==> src/rtl/rftfa_serial_ctrl_pkg.sv <==
// rftfa_serial_ctrl_pkg
// Shared definitions for RFTFA-based serial controllers: FSM state
// encodings and the bit positions of the RFTFA cell's 4-bit in/out buses.
package rftfa_serial_ctrl_pkg;

  typedef enum logic [1:0] {
    ST_IDLE = 2'd0,
    ST_RUN  = 2'd1,
    ST_DONE = 2'd2
  } state_e;

  // RFTFA cell bus bit positions (input side / output side)
  localparam int FA_A    = 0;
  localparam int FA_B    = 1;
  localparam int FA_CIN  = 2;
  localparam int FA_SUM  = 2;
  localparam int FA_COUT = 3;

endpackage

==> src/rtl/rftfa_serial_ctrl_parity4_chk.sv <==
// parity4_chk
// Combinational parity comparator for a 4-in/4-out parity-preserving
// reversible cell. A healthy cell keeps XOR(inputs) == XOR(outputs).
// Ports:
//   fa_in_i   [3:0]  vector driven into the cell
//   fa_out_i  [3:0]  vector returned by the cell
//   par_err_o        1 when the two parities differ
module parity4_chk (
  input  logic [3:0] fa_in_i,
  input  logic [3:0] fa_out_i,
  output logic       par_err_o
);

  assign par_err_o = (^fa_in_i) ^ (^fa_out_i);

endmodule

==> src/rtl/rftfa_serial_ctrl.sv <==
// rftfa_serial_ctrl
// Bit-serial WIDTH-bit adder that drives one external RFTFA cell, one bit
// per clock, LSB first, and aborts with a sticky fault flag when the cell
// breaks its parity-preserving property.
// Ports:
//   clk, rst_n        clock (rising edge), async active-low reset
//   start_i           request, only honoured in IDLE
//   a_i, b_i, cin_i   operands, captured when start is accepted
//   busy_o            high in RUN and DONE
//   done_o            one-cycle completion pulse
//   sum_o, cout_o     result of the last clean operation
//   fault_o           parity violation in the last operation
//   fa_in_o/fa_out_i  connection to the RFTFA cell
//
// state   | meaning
// --------+--------------------------------------------------
// IDLE    | waiting for start; cell input forced to zero
// RUN     | one operand bit per clock through the RFTFA cell
// DONE    | done pulse for one cycle, then back to IDLE
module rftfa_serial_ctrl
  import rftfa_serial_ctrl_pkg::*;
#(
  parameter int WIDTH = 8
) (
  input  logic             clk,
  input  logic             rst_n,
  input  logic             start_i,
  input  logic [WIDTH-1:0] a_i,
  input  logic [WIDTH-1:0] b_i,
  input  logic             cin_i,
  output logic             busy_o,
  output logic             done_o,
  output logic [WIDTH-1:0] sum_o,
  output logic             cout_o,
  output logic             fault_o,
  output logic [3:0]       fa_in_o,
  input  logic [3:0]       fa_out_i
);

  localparam int            CW   = (WIDTH > 1) ? $clog2(WIDTH) : 1;
  localparam logic [CW-1:0] LAST = CW'(WIDTH - 1);

  state_e           state_q;
  logic [WIDTH-1:0] a_sh_q;
  logic [WIDTH-1:0] b_sh_q;
  logic [WIDTH-1:0] r_sh_q;
  logic [WIDTH-1:0] r_sh_d;
  logic [WIDTH-1:0] sum_q;
  logic             carry_q;
  logic             cout_q;
  logic             fault_q;
  logic [CW-1:0]    cnt_q;
  logic [3:0]       fa_in_d;
  logic             par_err;

  always_comb begin
    fa_in_d = 4'b0000;
    if (state_q == ST_RUN) begin
      fa_in_d[FA_A]   = a_sh_q[0];
      fa_in_d[FA_B]   = b_sh_q[0];
      fa_in_d[FA_CIN] = carry_q;
    end
  end

  // Result fills from the MSB end so that after WIDTH shifts bit 0 sits at LSB.
  assign r_sh_d = {fa_out_i[FA_SUM], r_sh_q[WIDTH-1:1]};

  parity4_chk u_parity4_chk (
    .fa_in_i  (fa_in_d),
    .fa_out_i (fa_out_i),
    .par_err_o(par_err)
  );

  always_ff @(posedge clk or negedge rst_n) begin
    if (!rst_n) begin
      state_q <= ST_IDLE;
      a_sh_q  <= '0;
      b_sh_q  <= '0;
      r_sh_q  <= '0;
      sum_q   <= '0;
      carry_q <= 1'b0;
      cout_q  <= 1'b0;
      fault_q <= 1'b0;
      cnt_q   <= '0;
    end else begin
      case (state_q)
        ST_IDLE: begin
          if (start_i) begin
            a_sh_q  <= a_i;
            b_sh_q  <= b_i;
            carry_q <= cin_i;
            cnt_q   <= '0;
            fault_q <= 1'b0;
            state_q <= ST_RUN;
          end
        end
        ST_RUN: begin
          if (par_err) begin
            // Partial result is dropped; sum/cout keep the last clean answer.
            fault_q <= 1'b1;
            state_q <= ST_DONE;
          end else begin
            r_sh_q  <= r_sh_d;
            carry_q <= fa_out_i[FA_COUT];
            a_sh_q  <= a_sh_q >> 1;
            b_sh_q  <= b_sh_q >> 1;
            cnt_q   <= cnt_q + 1'b1;
            if (cnt_q == LAST) begin
              sum_q   <= r_sh_d;
              cout_q  <= fa_out_i[FA_COUT];
              state_q <= ST_DONE;
            end
          end
        end
        ST_DONE: state_q <= ST_IDLE;
        default: state_q <= ST_IDLE;
      endcase
    end
  end

  assign busy_o  = (state_q != ST_IDLE);
  assign done_o  = (state_q == ST_DONE);
  assign sum_o   = sum_q;
  assign cout_o  = cout_q;
  assign fault_o = fault_q;
  assign fa_in_o = fa_in_d;

endmodule

==> config.mk <==
export PLATFORM = sky130hd
export DESIGN_NAME = rftfa_serial_ctrl
export DESIGN_NICKNAME = d
export VERILOG_FILES = /design/src/rtl/rftfa_serial_ctrl_pkg.sv /design/src/rtl/rftfa_serial_ctrl_parity4_chk.sv /design/src/rtl/rftfa_serial_ctrl.sv
export SDC_FILE = /design/constraint.sdc
export NUM_CORES = 1
export LEC_CHECK = 0
export BUFFER_PORTS_ARGS = -buffer_cell sky130_fd_sc_hd__buf_2
export CAP_MARGIN = 25
export CORE_ASPECT_RATIO = 1.2
export CORE_UTILIZATION = 50
export CTS_CLUSTER_DIAMETER = 30
export CTS_CLUSTER_SIZE = 20
export DETAILED_ROUTE_END_ITERATION = 8
export PLACE_DENSITY = 0.75
export SLEW_MARGIN = 20
export SYNTH_ARGS = -nofsm -noshare
export SYNTH_HDL_FRONTEND = slang
export SYNTH_SLANG_ARGS = --single-unit
==> constraint.sdc <==
create_clock -name clk -period 5.3 [get_ports clk]
set_input_delay 1.325 -clock clk [delete_from_list [all_inputs] [get_ports clk]]
set_output_delay 1.325 -clock clk [all_outputs]
set_load 0.01 [all_outputs]
After elaboration in Yosys (flattened, before gate mapping)
Index checks and enable logic that the tools add are counted.

Register bits after elaboration: 40. Output and inout bits: 16.

Bitwise operators: 2. Reductions and logical operators: 10. Multiplexer cells: 20. Eq/ne operators: 7. Add/sub/neg operators: 1.

Operators by type and width (number): $mux W8 (4); $pmux W8 S2 (2); $mux W3 (3); $reduce_and A3 Y1 (3); $reduce_xor A4 Y1 (2); $mux W2 (3); $ne A2 B2 Y1 const B (3); $pmux W3 S2 (1); $mux W1 (4); $pmux W1 S2 (2); $pmux W2 S2 (1); $reduce_and A2 Y1 (2); $reduce_bool A2 Y1 (2); $add A3 B1 Y3 const B (1); $eq A3 B3 Y1 const B (1); $ne A3 B2 Y1 const B (1); $eq A2 B1 Y1 const B (1); $eq A2 B2 Y1 const B (1); $logic_not A2 Y1 (1); $not A1 Y1 (1); $xor A1 B1 Y1 (1).

Logic depth before layout (Yosys ltp)
Gate-level depths: netlist of the first run.

Depth after elaboration: 6. Gate-level depth with buffers: 6. Depth with buffers taken out: 5.

Cells and area by module
From an unflattened synthesis of the first run, not the netlist that was laid out.

Cell total of the unflattened synthesis: 132. Area total of the unflattened synthesis: 1871.8 um^2.

By module, submodules not included: rftfa_serial_ctrl (times used 1, cells an instance 125, area an instance 1810.5 um^2, sequential area each 975.9 um^2); parity4_chk (times used 1, cells an instance 7, area an instance 61.3 um^2, sequential area each 0.0 um^2).

Worst setup path before layout of the first run
OpenSTA, ideal clock, no wires.

Kind: input-to-reg. Start: input fa_out_i[3]. End: register cout_q (netlist: cout_o). Buffers on the path: 0. Arrival time: 2614 ps. Data required time: 5175 ps. Slack: 2561 ps. Cell stages on the path: 4. Cell sequence: xnor2_1 xnor3_2 nor2_2 mux2_2.

Cells in the longest elaborated chain, start to end: 4.

Ends and longest elaborated chain: from (decl) (RTL line rftfa_serial_ctrl.sv:37) `input logic [3:0] fa_out_i`; $reduce_xor A4 Y1 (RTL line rftfa_serial_ctrl_parity4_chk.sv:14) `assign par_err_o = (^fa_in_i) ^ (^fa_out_i);`; $xor A1 B1 Y1 (RTL line rftfa_serial_ctrl_parity4_chk.sv:14); $not A1 Y1 (no line); $reduce_and A3 Y1 (no line); to (signal assigned) (RTL line rftfa_serial_ctrl.sv:110) `cout_q <= fa_out_i[FA_COUT];`; to (decl) (RTL line rftfa_serial_ctrl.sv:50) `logic cout_q;`.

Parallel ways exist; a longest one is shown, timed or not. A chain may end at the register's enable or synchronous reset.

Worst setup path in the final report of the first run
Start: register state_q[0]. End: output fa_in_o[0].

Cells in the longest elaborated chain, start to end: 2.

Ends and longest elaborated chain: from (decl) (RTL line rftfa_serial_ctrl.sv:43) `state_e state_q;`; from (signal assigned) (RTL line rftfa_serial_ctrl.sv:76) `state_q <= ST_IDLE;`; from (signal assigned) (RTL line rftfa_serial_ctrl.sv:94) `state_q <= ST_RUN;`; from (signal assigned) (RTL line rftfa_serial_ctrl.sv:101) `state_q <= ST_DONE;`; $eq A2 B1 Y1 (RTL line rftfa_serial_ctrl.sv:58) `if (state_q == ST_RUN) begin`; $mux W3 (RTL line rftfa_serial_ctrl.sv:58); to (decl) (RTL line rftfa_serial_ctrl.sv:36) `output logic [3:0] fa_in_o,`.

No other way between the ends.

==> run_results.csv, run 1 <==
group,metric,value,unit
power,internal-power,0.863,mW
synthesis,yosysSeqAreaShare,55.8,%
grt,grtUsageTotal,18.5,%
synthesis,synth_cells,127,
synthesis,syn_nets,153,
place,placed_cells,196,
die,num_io_pins,40,
clock_tree,cts_buffers,5,
route,vias_per_cell,5.48,
route,ant_nets,0,
final_layout,area_delta_synth_final,18.1,%
final_layout,antenna_cells,0,
die,dieArea,3740,um2
route,wl_met3,175,um
clock_tree,cts.reportedPaths.clkPinSlew,0.07,ns
clock_tree,hold_buffers,0,
timing,tns,0,ns
route,wl_met2,1.52,mm
place,io_buffers,38,
grt,grt_pass1_vias,1113,
grt,antenna_found_initial,0,
synthesis,yosys-top-cells-count,"dfrtp_1 (39), mux2_2 (16), nand2b_1 (16)",
timing,fin_crit,2.76,ns
critical_path,critical-path-max-stage-delay,0.41,ns
grt,grt_max_degree,40,
clock_tree,htree_levels,2,
timing,final-hold-violation-count,0,
clock_tree,root_buffer,"clkbuf_8",
grt,grt_pass1_wl,5.22,mm
route,maxUsedRoutingLayer,"met4",
die,fp-row-count,23,
clock_tree,cts_sinks,39,
route,drtIter0Drc,22,
synthesis,yosysTopAreaCellShare,55.8,%
die,die_h,66.8,um
clock_tree,clk_latency,0.29,ns
final_layout,final_layout_size_suffix_gt1_share,39.5,%
power,comb_power_share,38.6,%
place,gp_congestion,0.738,
clock_tree,clock_tree.buffer_depth,2,
power,seqPwrFrac,38.8,%
power,p_sw_share,32.5,%
die,core_region_area,3340,um2
timing,worst_pin_slew,0.844,ns
power,ir_drop,360,uV
outcome,outcome,"finished clean",
clock_tree,cts_setup_buffers,0,
synthesis,synth-seq-cells,39,
synthesis,ys_async_sr_fraction,100,%
timing,setup_viol,0,
route,wl_per_cell,15.0,um
route,first_pass_iters,4,
critical_path,crit_arrival,1.43,ns
power,p_sw,0.416,mW
critical_path,path_max_fanout,6,
synthesis,synth_top_cells_by_area,"dfrtp_1 (56%), mux2_2 (10%), o221a_1 (9.0%)",
timing,fin_crit_sh,52.0,%
synthesis,yosysMostFrequentCell,"dfrtp_1",
synthesis,synth_flop_cell,"dfrtp_1",
run,maxCapViolations,0,
route,wl_met1,1.33,mm
critical_path,cp-start-kind,"register",
route,drcViolationCount,0,
synthesis,syn_avg_cell_area,13.8,um2
worst_hold_path,hold_path_class,"reg -> reg",
final_layout,final_cell_count_no_fill,204,
timing,relSlewSlack,43.8,%
route,routed_wl,3.06,mm
critical_path,worstPathRequired,3.97,ns
timing,fmax,0.363,GHz
timing,rsz0062_at_grt,"no",
power,clkPwrFrac,22.6,%
timing,clock-skew-final,0.00598,ns
critical_path,worstSetupPathType,"reg -> out",
die,start_util,52.4,%
power,power_density,620,nW/um2
power,leakage,1.01,nW
final_layout,num-nets-final,192,
route,via_count,1117,
synthesis,synth_area_leader_cell,"dfrtp_1",
grt,grt_overflow,0,
critical_path,reg2reg_slack,3.29,ns
synthesis,yosysUniqueCellTypes,26,
die,die_x,56.0,um
clock_tree,tritoncts,"built",
timing,hold_slack,0.489,ns
place,dpl.hpwl,2.21,mm
synthesis,ys.warnings.count,0,
critical_path,cp-end-kind,"primary output",
synthesis,syn_area,1750,um2
clock_tree,post_cts_resized,0,
critical_path,crit_path_cell_trace,"nor2b_1 -> and2_1 -> buf_2",
synthesis,synth_edf_count,0,
timing,drv_slew,0,
critical_path,slowest_stage,"nor2b_1",
==> final timing paths <==
kind	endpoint	from	cells past startpoint
worst min-delay path	cnt_q[0]	cnt_q[0]	1
max in group asynchronous	cnt_q[0]	rst_n	1
worst min register to register	cnt_q[0]	cnt_q[0]	1
min in group asynchronous	r_sh_q[1]	rst_n	1
worst max-delay path	fa_in_o[0]	state_q[0]	3
worst max register to register	sum_o[4]	b_sh_q[0]	4
==> metrics by stage <==
stage | cell area, um2 | utilization (%) | total power, mW | worst slack, ns
finish | 2060 | 61.8 | 1.28 | 2.54
global route | 2060 | 61.8 | 1.37 | 2.42
CTS | 2060 | 61.8 | 1.29 | 2.50
detailed placement | 1930 | 57.9 | 1.00 | 2.23
global placement | 1930 | 57.9 | 0.973 | 2.27
floorplan | 1750 | - | 0.919 | 2.56
==> cell type report <==
cell class | instances | area [um2]
clock buffer | 6 | 72.6
clock inverter | 2 | 60.1
fill | 283 | 1270
inverter | 3 | 11.3
multi-input combinational | 79 | 708
sequential | 39 | 976
tap | 37 | 46.3
timing repair buffer | 38 | 190
==> power by group through the flow <==
stage               combinational [mW]  sequential, mW  clock (mW)
finish                           0.494           0.497       0.289
global route                     0.553           0.509       0.305
CTS                              0.501           0.496       0.291
detailed placement               0.501           0.500           0
global placement                 0.479           0.495           0
floorplan                        0.441           0.478           0
==> critical path, delay by kind of cell (launching register included) <==
| kind | cells | cell delay (ns) |
|---|---|---|
| AND/OR/NAND/NOR | 2 | 0.62 |
| flip-flops | 1 | 0.39 |
| buffers and inverters | 1 | 0.13 |
==> cell usage in the layout (no fill, tap or decap), types with 3 or more instances in the layout <==
master    netlist  final
inv_1           3      3
buf_2           0     38
dfrtp_1        39     39
nand2b_1       16     16
clkbuf_8        0      5
nor2_1          3      3
and2_1          4      4
mux2_2         16     16
mux2i_1         3      3
o221a_1        14     14
nand2_1         4      4
==> per-layer routing <==
metal / track usage, % / vias up
met5: 0 / -
met4: 5.49 / 0
met3: 5.44 / 3
met2: 30.4 / 38
met1: 23.9 / 548
li1: - / 528
==> registers in the layout, summed over array words and instances (netlist names) <==
| register | count |
|---|---|
| fault_o | 1 |
| a_sh_q | 8 |
| state_q | 2 |
| cnt_q | 3 |
| b_sh_q | 8 |
| r_sh_q | 7 |
| carry_q | 1 |
| sum_o | 8 |
| cout_o | 1 |
==> cells by family (layout without fill, tap and decap cells) <==
family / count (synthesis) / after routing / synth area share, %
fa+ha+maj: 2 / 2 / 1.43
mux: 19 / 19 / 12.0
flops: 39 / 39 / 55.8
xor+xnor: 4 / 4 / 3.65
compound gates: 20 / 20 / 12.0
simple gates: 33 / 33 / 11.2
buf+inv: 9 / 49 / 3.65
other cells: 1 / 1 / 0.215
Note: power is estimated with default switching activity, not from simulation.
==> run 2, diff against run 1 <==
--- a/config.mk
+++ b/config.mk
@@ -5,10 +5,11 @@
 export SDC_FILE = /design/constraint.sdc
 export NUM_CORES = 1
 export LEC_CHECK = 0
+export ABC_AREA = 1
 export BUFFER_PORTS_ARGS = -buffer_cell sky130_fd_sc_hd__buf_2
 export CAP_MARGIN = 25
 export CORE_ASPECT_RATIO = 1.2
-export CORE_UTILIZATION = 50
+export CORE_UTILIZATION = 49
 export CTS_CLUSTER_DIAMETER = 30
 export CTS_CLUSTER_SIZE = 20
 export DETAILED_ROUTE_END_ITERATION = 8
==> constraint.sdc (replaced) <==
create_clock -name clk -period 2.4 [get_ports clk]
set_input_delay 0.6 -clock clk [delete_from_list [all_inputs] [get_ports clk]]
set_output_delay 0.6 -clock clk [all_outputs]
set_load 0.01 [all_outputs]
==> run 2 against run 1 <==
Critical path depth up 8. Synthesized area rose by 12%. Final cell count increased by 73%. Via count grew 47%. Highest routed layer unchanged.
==> run_results.csv, run 2 <==
group,metric,value,unit
outcome,outcome,"finished clean",
timing,setup_viol,0,
timing,fin_crit_sh,76.2,%
grt,grt_pass1_vias,1512,
route,drcViolationCount,0,
clock_tree,cts_setup_buffers,0,
timing,tns,0,ns
clock_tree,cts_buffers,5,
synthesis,yosysTopAreaCellShare,49.7,%
final_layout,mostFrequentLayoutCells,"nand2_1 (153), dfrtp_1 (39), buf_2 (38)",
synthesis,syn_area,1960,um2
grt,grtUsageTotal,20.8,%
synthesis,syn_avg_cell_area,7.47,um2
die,dieArea,4270,um2
critical_path,path_max_fanout,23,
synthesis,synth_flop_cell,"dfrtp_1",
critical_path,path_delay_family,"simple AND/OR/NAND/NOR gates",
critical_path,rr_endpoint,"b_sh_q[4]",
die,die_h,71.4,um
synthesis,syn_nets,289,
clock_tree,post_cts_resized,0,
critical_path,r2r_start,"state_q[1]",
clock_tree,tritoncts,"built",
timing,fin_crit,1.83,ns
die,core_region_area,3720,um2
route,via_count,1643,
route,ant_nets,0,
critical_path,cp-start-kind,"register",
final_layout,final_common_cell,"nand2_1",
timing,drv_slew,0,
clock_tree,clk_latency,0.28,ns
timing,relSlewSlack,43.5,%
critical_path,crit_path_cell_trace,"inv_2 -> nand3_1 -> nand2_1 -> nand2_1 -> nand2_1 -> nand2_1 -> nand2_2 -> nand3_4 -> nand2_4 -> nand2_1 -> nand2_1",
critical_path,reg2reg_slack,0.57,ns
die,num_io_pins,40,
timing,rsz0062_at_grt,"no",
clock_tree,clock_tree.buffer_depth,2,
route,routed_wl,3.80,mm
run,maxCapViolations,0,
critical_path,worstSetupPathType,"reg -> reg",
die,fp-row-count,24,
synthesis,ys.warnings.count,0,
route,wl_per_cell,10.8,um
final_layout,final_util,60.7,%
timing,setup_slack,0.572,ns
power,power_density,1050,nW/um2
synthesis,yosys-top-cells-count,"nand2_1 (153), dfrtp_1 (39), nand3_1 (23)",
die,die_x,59.8,um
die,start_util,52.8,%
power,ir_drop,544,uV
place,dpl.hpwl,2.67,mm
synthesis,synth_edf_count,0,
clock_tree,cts_sinks,39,
clock_tree,root_buffer,"clkbuf_8",
grt,antenna_found_initial,0,
power,power,2.37,mW
final_layout,antenna_cells,0,
synthesis,synth_area_leader_cell,"dfrtp_1",
synthesis,yosysUniqueCellTypes,22,
final_layout,num-nets-final,328,
timing,final-hold-violation-count,0,
synthesis,synth-seq-cells,39,
route,drtIter0Drc,129,
timing,fmax,0.547,GHz
place,post-place-ws,0.388,ns
power,leakage,1.40,nW
worst_hold_path,hold_path_class,"in -> async",
final_layout,final_layout_size_suffix_gt1_share,19.3,%
critical_path,critPathBufInv,1,
synthesis,ys_async_sr_fraction,100,%
critical_path,cp-end-kind,"register",
critical_path,crit_arrival,2.05,ns
critical_path,ff2ff_path_depth,11,
critical_path,slowest_stage,"dfrtp_1",
timing,clock-skew-final,0.00398,ns
final_layout,area_delta_synth_final,15.0,%
synthesis,yosysMostFrequentCell,"nand2_1",
route,vias_per_cell,4.65,
timing,hold_slack,0.420,ns
place,gp_congestion,0.748,
grt,grt_pass1_wl,6.64,mm
clock_tree,cts.reportedPaths.clkPinSlew,0.07,ns
clock_tree,hold_buffers,0,
grt,grt_overflow,0,
route,first_pass_iters,4,
timing,worst_pin_slew,0.848,ns
critical_path,crit_top_cell,"nand2_1",
synthesis,synth_top_cells_by_area,"dfrtp_1 (50%), nand2_1 (29%), nand3_1 (5.9%)",
critical_path,worstPathRequired,2.63,ns
grt,grt_max_degree,40,
critical_path,critical-path-max-stage-delay,0.46,ns
place,io_buffers,38,
clock_tree,htree_levels,2,
synthesis,synth_cells,263,
synthesis,yosysSeqAreaShare,49.7,%
==> run 2: changes by cell type after synthesis, sizes merged, moves of 3 or more <==
cell / delta
and2: -4
clkbuf: +4
inv: +14
mux2: -16
mux2i: -3
nand2: +152
nand2b: -17
nand3: +25
nor2: +3
o221a: -15
==> run 2: area by class of cell <==
cell class / instances / area, um2
multi-input cells: 197 / 858
repair buffers: 42 / 220
inverters: 17 / 66.3
well taps: 52 / 65.1
flip-flops and latches: 39 / 976
fillers: 389 / 1470
clock buffers: 6 / 72.6
==> run 2: worst register-to-register path, delay by kind of cell (launching register included) <==
kind,cells,cell delay (ns)
buffers and inverters,1,0.11
flip-flops,1,0.46
AND/OR/NAND/NOR,10,1.23
==> run 2: cell families after synthesis <==
logic type / after synthesis / share of synthesized area, %
adder cells (fa/ha/maj): 2 / 1.27
flip-flops: 39 / 49.7
other: 1 / 0.191
AO/OA/AOI/OAI: 4 / 1.02
buffers and inverters: 27 / 6.62
AND/OR/NAND/NOR: 190 / 41.2
==> run 2: how the worst max path moves through the flow <==
stage,from,endpoint,depth (start not counted)
floorplan,fa_out_i[2],carry_q,11
global placement,fa_out_i[2],b_sh_q[4],12
detailed placement,fa_out_i[2],b_sh_q[4],12
CTS,state_q[1],sum_o[5],11
global route,state_q[1],b_sh_q[5],11
finish,state_q[1],b_sh_q[4],11
==> run 2: layer usage <==
layer | track usage (%) | wire length (um) | vias to the layer above
li1 | - | - | 875
met1 | 28.5 | 1810 | 728
met2 | 32.0 | 1780 | 36
met3 | 5.23 | 171 | 4
met4 | 6.98 | 42 | 0
met5 | 0 | 0 | -
==> run 2: through the flow <==
stage	instances	instance area, um2
floorplan	263	1960
global placement	347	2190
detailed placement	347	2190
CTS	353	2260
global route	353	2260
finish	353	2260
==> run 2: power by group <==
part | switching, mW | internal, mW
logic | 0.625 | 0.331
clock network | 0.204 | 0.193
registers | 0.149 | 0.871
total | 0.978 | 1.40
==> run 3, diff against run 2 <==
--- a/config.mk
+++ b/config.mk
@@ -9,11 +9,11 @@
 export BUFFER_PORTS_ARGS = -buffer_cell sky130_fd_sc_hd__buf_2
 export CAP_MARGIN = 25
 export CORE_ASPECT_RATIO = 1.2
-export CORE_UTILIZATION = 49
+export CORE_UTILIZATION = 50
 export CTS_CLUSTER_DIAMETER = 30
 export CTS_CLUSTER_SIZE = 20
 export DETAILED_ROUTE_END_ITERATION = 8
-export PLACE_DENSITY = 0.75
+export PLACE_DENSITY = 0.74
 export SLEW_MARGIN = 20
 export SYNTH_ARGS = -nofsm -noshare
 export SYNTH_HDL_FRONTEND = slang
==> constraint.sdc (replaced) <==
create_clock -name clk -period 1.9 [get_ports clk]
set_input_delay 0.475 -clock clk [delete_from_list [all_inputs] [get_ports clk]]
set_output_delay 0.475 -clock clk [all_outputs]
set_load 0.01 [all_outputs]
==> run 3 against run 2 <==
Combinational power up 33%. Power up 33%. First-iteration DRC count down 31%. Final cell count up 0.85%. Sequential share of layout area down 1.1 points. Count of clock-buffer cells in the layout up 2. Die area down 1.9%. Register-to-register slack worse by 0.39 ns. Clock power up 53%. Critical path depth unchanged. Final area up 2.7%. Largest cell class unchanged. Sequential power up 26%.
==> run_results.csv, run 3 (same netlist as run 2, synthesis figures left out) <==
group,metric,value,unit
outcome,outcome,"finished clean",
clock_tree,clk_latency,0.29,ns
grt,grtUsageMet3,4.75,%
die,dieArea,4180,um2
clock_tree,cts_sinks,39,
die,num_io_pins,40,
timing,rsz0062_at_grt,"no",
clock_tree,clock_tree.buffer_depth,2,
critical_path,cp-start-kind,"register",
final_layout,num-nets-final,329,
place,io_buffers,38,
clock_tree,htree_levels,2,
final_layout,final_layout_size_suffix_gt1_share,20.4,%
timing,setup_viol,0,
timing,fin_crit,1.71,ns
grt,grt_max_degree,24,
critical_path,worstPathRequired,2.07,ns
power,power,3.17,mW
worst_hold_path,hold_path_class,"in -> async",
die,fp-row-count,24,
route,drcViolationCount,0,
die,die_h,70.7,um
critical_path,cp-end-kind,"register",
route,vias_per_cell,4.81,
final_layout,mostFrequentLayoutCells,"nand2_1 (153), dfrtp_1 (38), buf_2 (38)",
place,dpl.hpwl,2.87,mm
power,internal-power,1.88,mW
power,comb_power_share,40.1,%
route,wl_per_cell,11.3,um
critical_path,r2r_start,"state_q[1]",
run,maxCapViolations,0,
power,p_sw_share,40.6,%
route,ant_nets,0,
die,die_x,59.2,um
final_layout,final_common_cell,"nand2_1",
route,routed_wl,4.01,mm
route,drtIter0Drc,89,
grt,grt_pass1_wl,6.84,mm
clock_tree,cts_setup_buffers,0,
die,core_region_area,3690,um2
grt,antenna_found_initial,0,
final_layout,area_delta_synth_final,18.1,%
clock_tree,post_cts_resized,0,
clock_tree,tritoncts,"built",
timing,fin_crit_sh,90.2,%
grt,grtUsageTotal,21.4,%
timing,final-hold-violation-count,0,
grt,grt_pass1_vias,1636,
power,power_density,1360,nW/um2
die,start_util,53.2,%
route,via_count,1712,
grt,grt_util_met1,25.4,%
critical_path,setup.worst_path.start,"state_q[1]",
clock_tree,cts.reportedPaths.clkPinSlew,0.07,ns
clock_tree,cts_buffers,5,
power,clkPwrFrac,19.2,%
timing,fmax,0.583,GHz
timing,drv_slew,0,
clock_tree,root_buffer,"clkbuf_8",
place,gp_congestion,0.745,
clock_tree,hold_buffers,0,
route,first_pass_iters,4,
power,ir_drop,878,uV
grt,busiest_layer,"met2",
power,seqPwrFrac,40.7,%
power,leakage,1.42,nW
grt,grt_overflow,0,
power,p_sw,1.29,mW
grt,grt_use_met2,37.7,%
final_layout,antenna_cells,0,
critical_path,path_max_fanout,23,
timing,clock-skew-final,0.00597,ns
critical_path,crit_arrival,1.88,ns
timing,tns,0,ns
critical_path,worstSetupPathType,"reg -> reg",
[run 3: power groups by stage]
stage	sequential [mW]	clock (mW)	combinational [mW]
floorplan	1.26	0	0.977
detailed placement	1.30	0	1.27
global route	1.32	0.654	1.47
global placement	1.29	0	1.25
finish	1.29	0.608	1.27
CTS	1.29	0.620	1.28
[run 3: path summary, 6_finish.rpt]
check | to | depth (start not counted) | slack, ns
worst max-delay path | state_q[1] | 11 | 0.19
worst min-delay path | b_sh_q[2] | 1 | 0.12
worst max register to register | state_q[1] | 11 | 0.19
worst min register to register | sum_o[7] | 2 | 0.47
max in group asynchronous | state_q[1] | 2 | 1.31
min in group clk | a_sh_q[7] | 3 | 0.40
[run 3: worst max-delay path: stages, from the launching register on]
cell     delay [ns]
dfrtp_2        0.46
inv_2          0.09
nand3_1        0.08
nand2_1        0.10
nand2_1        0.05
nand2_1        0.09
nand2_1        0.07
nand2_2        0.11
nand3_4        0.17
buf_12         0.21
inv_4          0.08
a21oi_1        0.07
[run 3: cell type report]
type	count	area [um2]
Clock buffer	8	100
Timing Repair Buffer	43	253
Tap cell	52	65.1
Sequential cell	39	977
Fill cell	349	1370
Multi-Input combinational cell	197	858
Inverter	17	66.3
[run 3: per-stage QoR]
stage                     cell area, um2  setup slack (ns)  hold WS (ns)  utilization (%)  cells
after floorplan                     1960             0.405         0.179                -    263
after CTS                           2320             0.144         0.126             62.8    356
after detailed placement            2220             0.156         0.441             60.1    348
after global placement              2220             0.188         0.449             60.1    348
final                               2320             0.186         0.118             62.8    356
after global routing                2320            0.0194         0.152             62.8    356
[run 3: layer usage]
layer  wire length (um)  vias up
li1                   -      881
met1               1840      791
met2               1980       35
met3                135        5
met4                 54        0
met5                  0        -
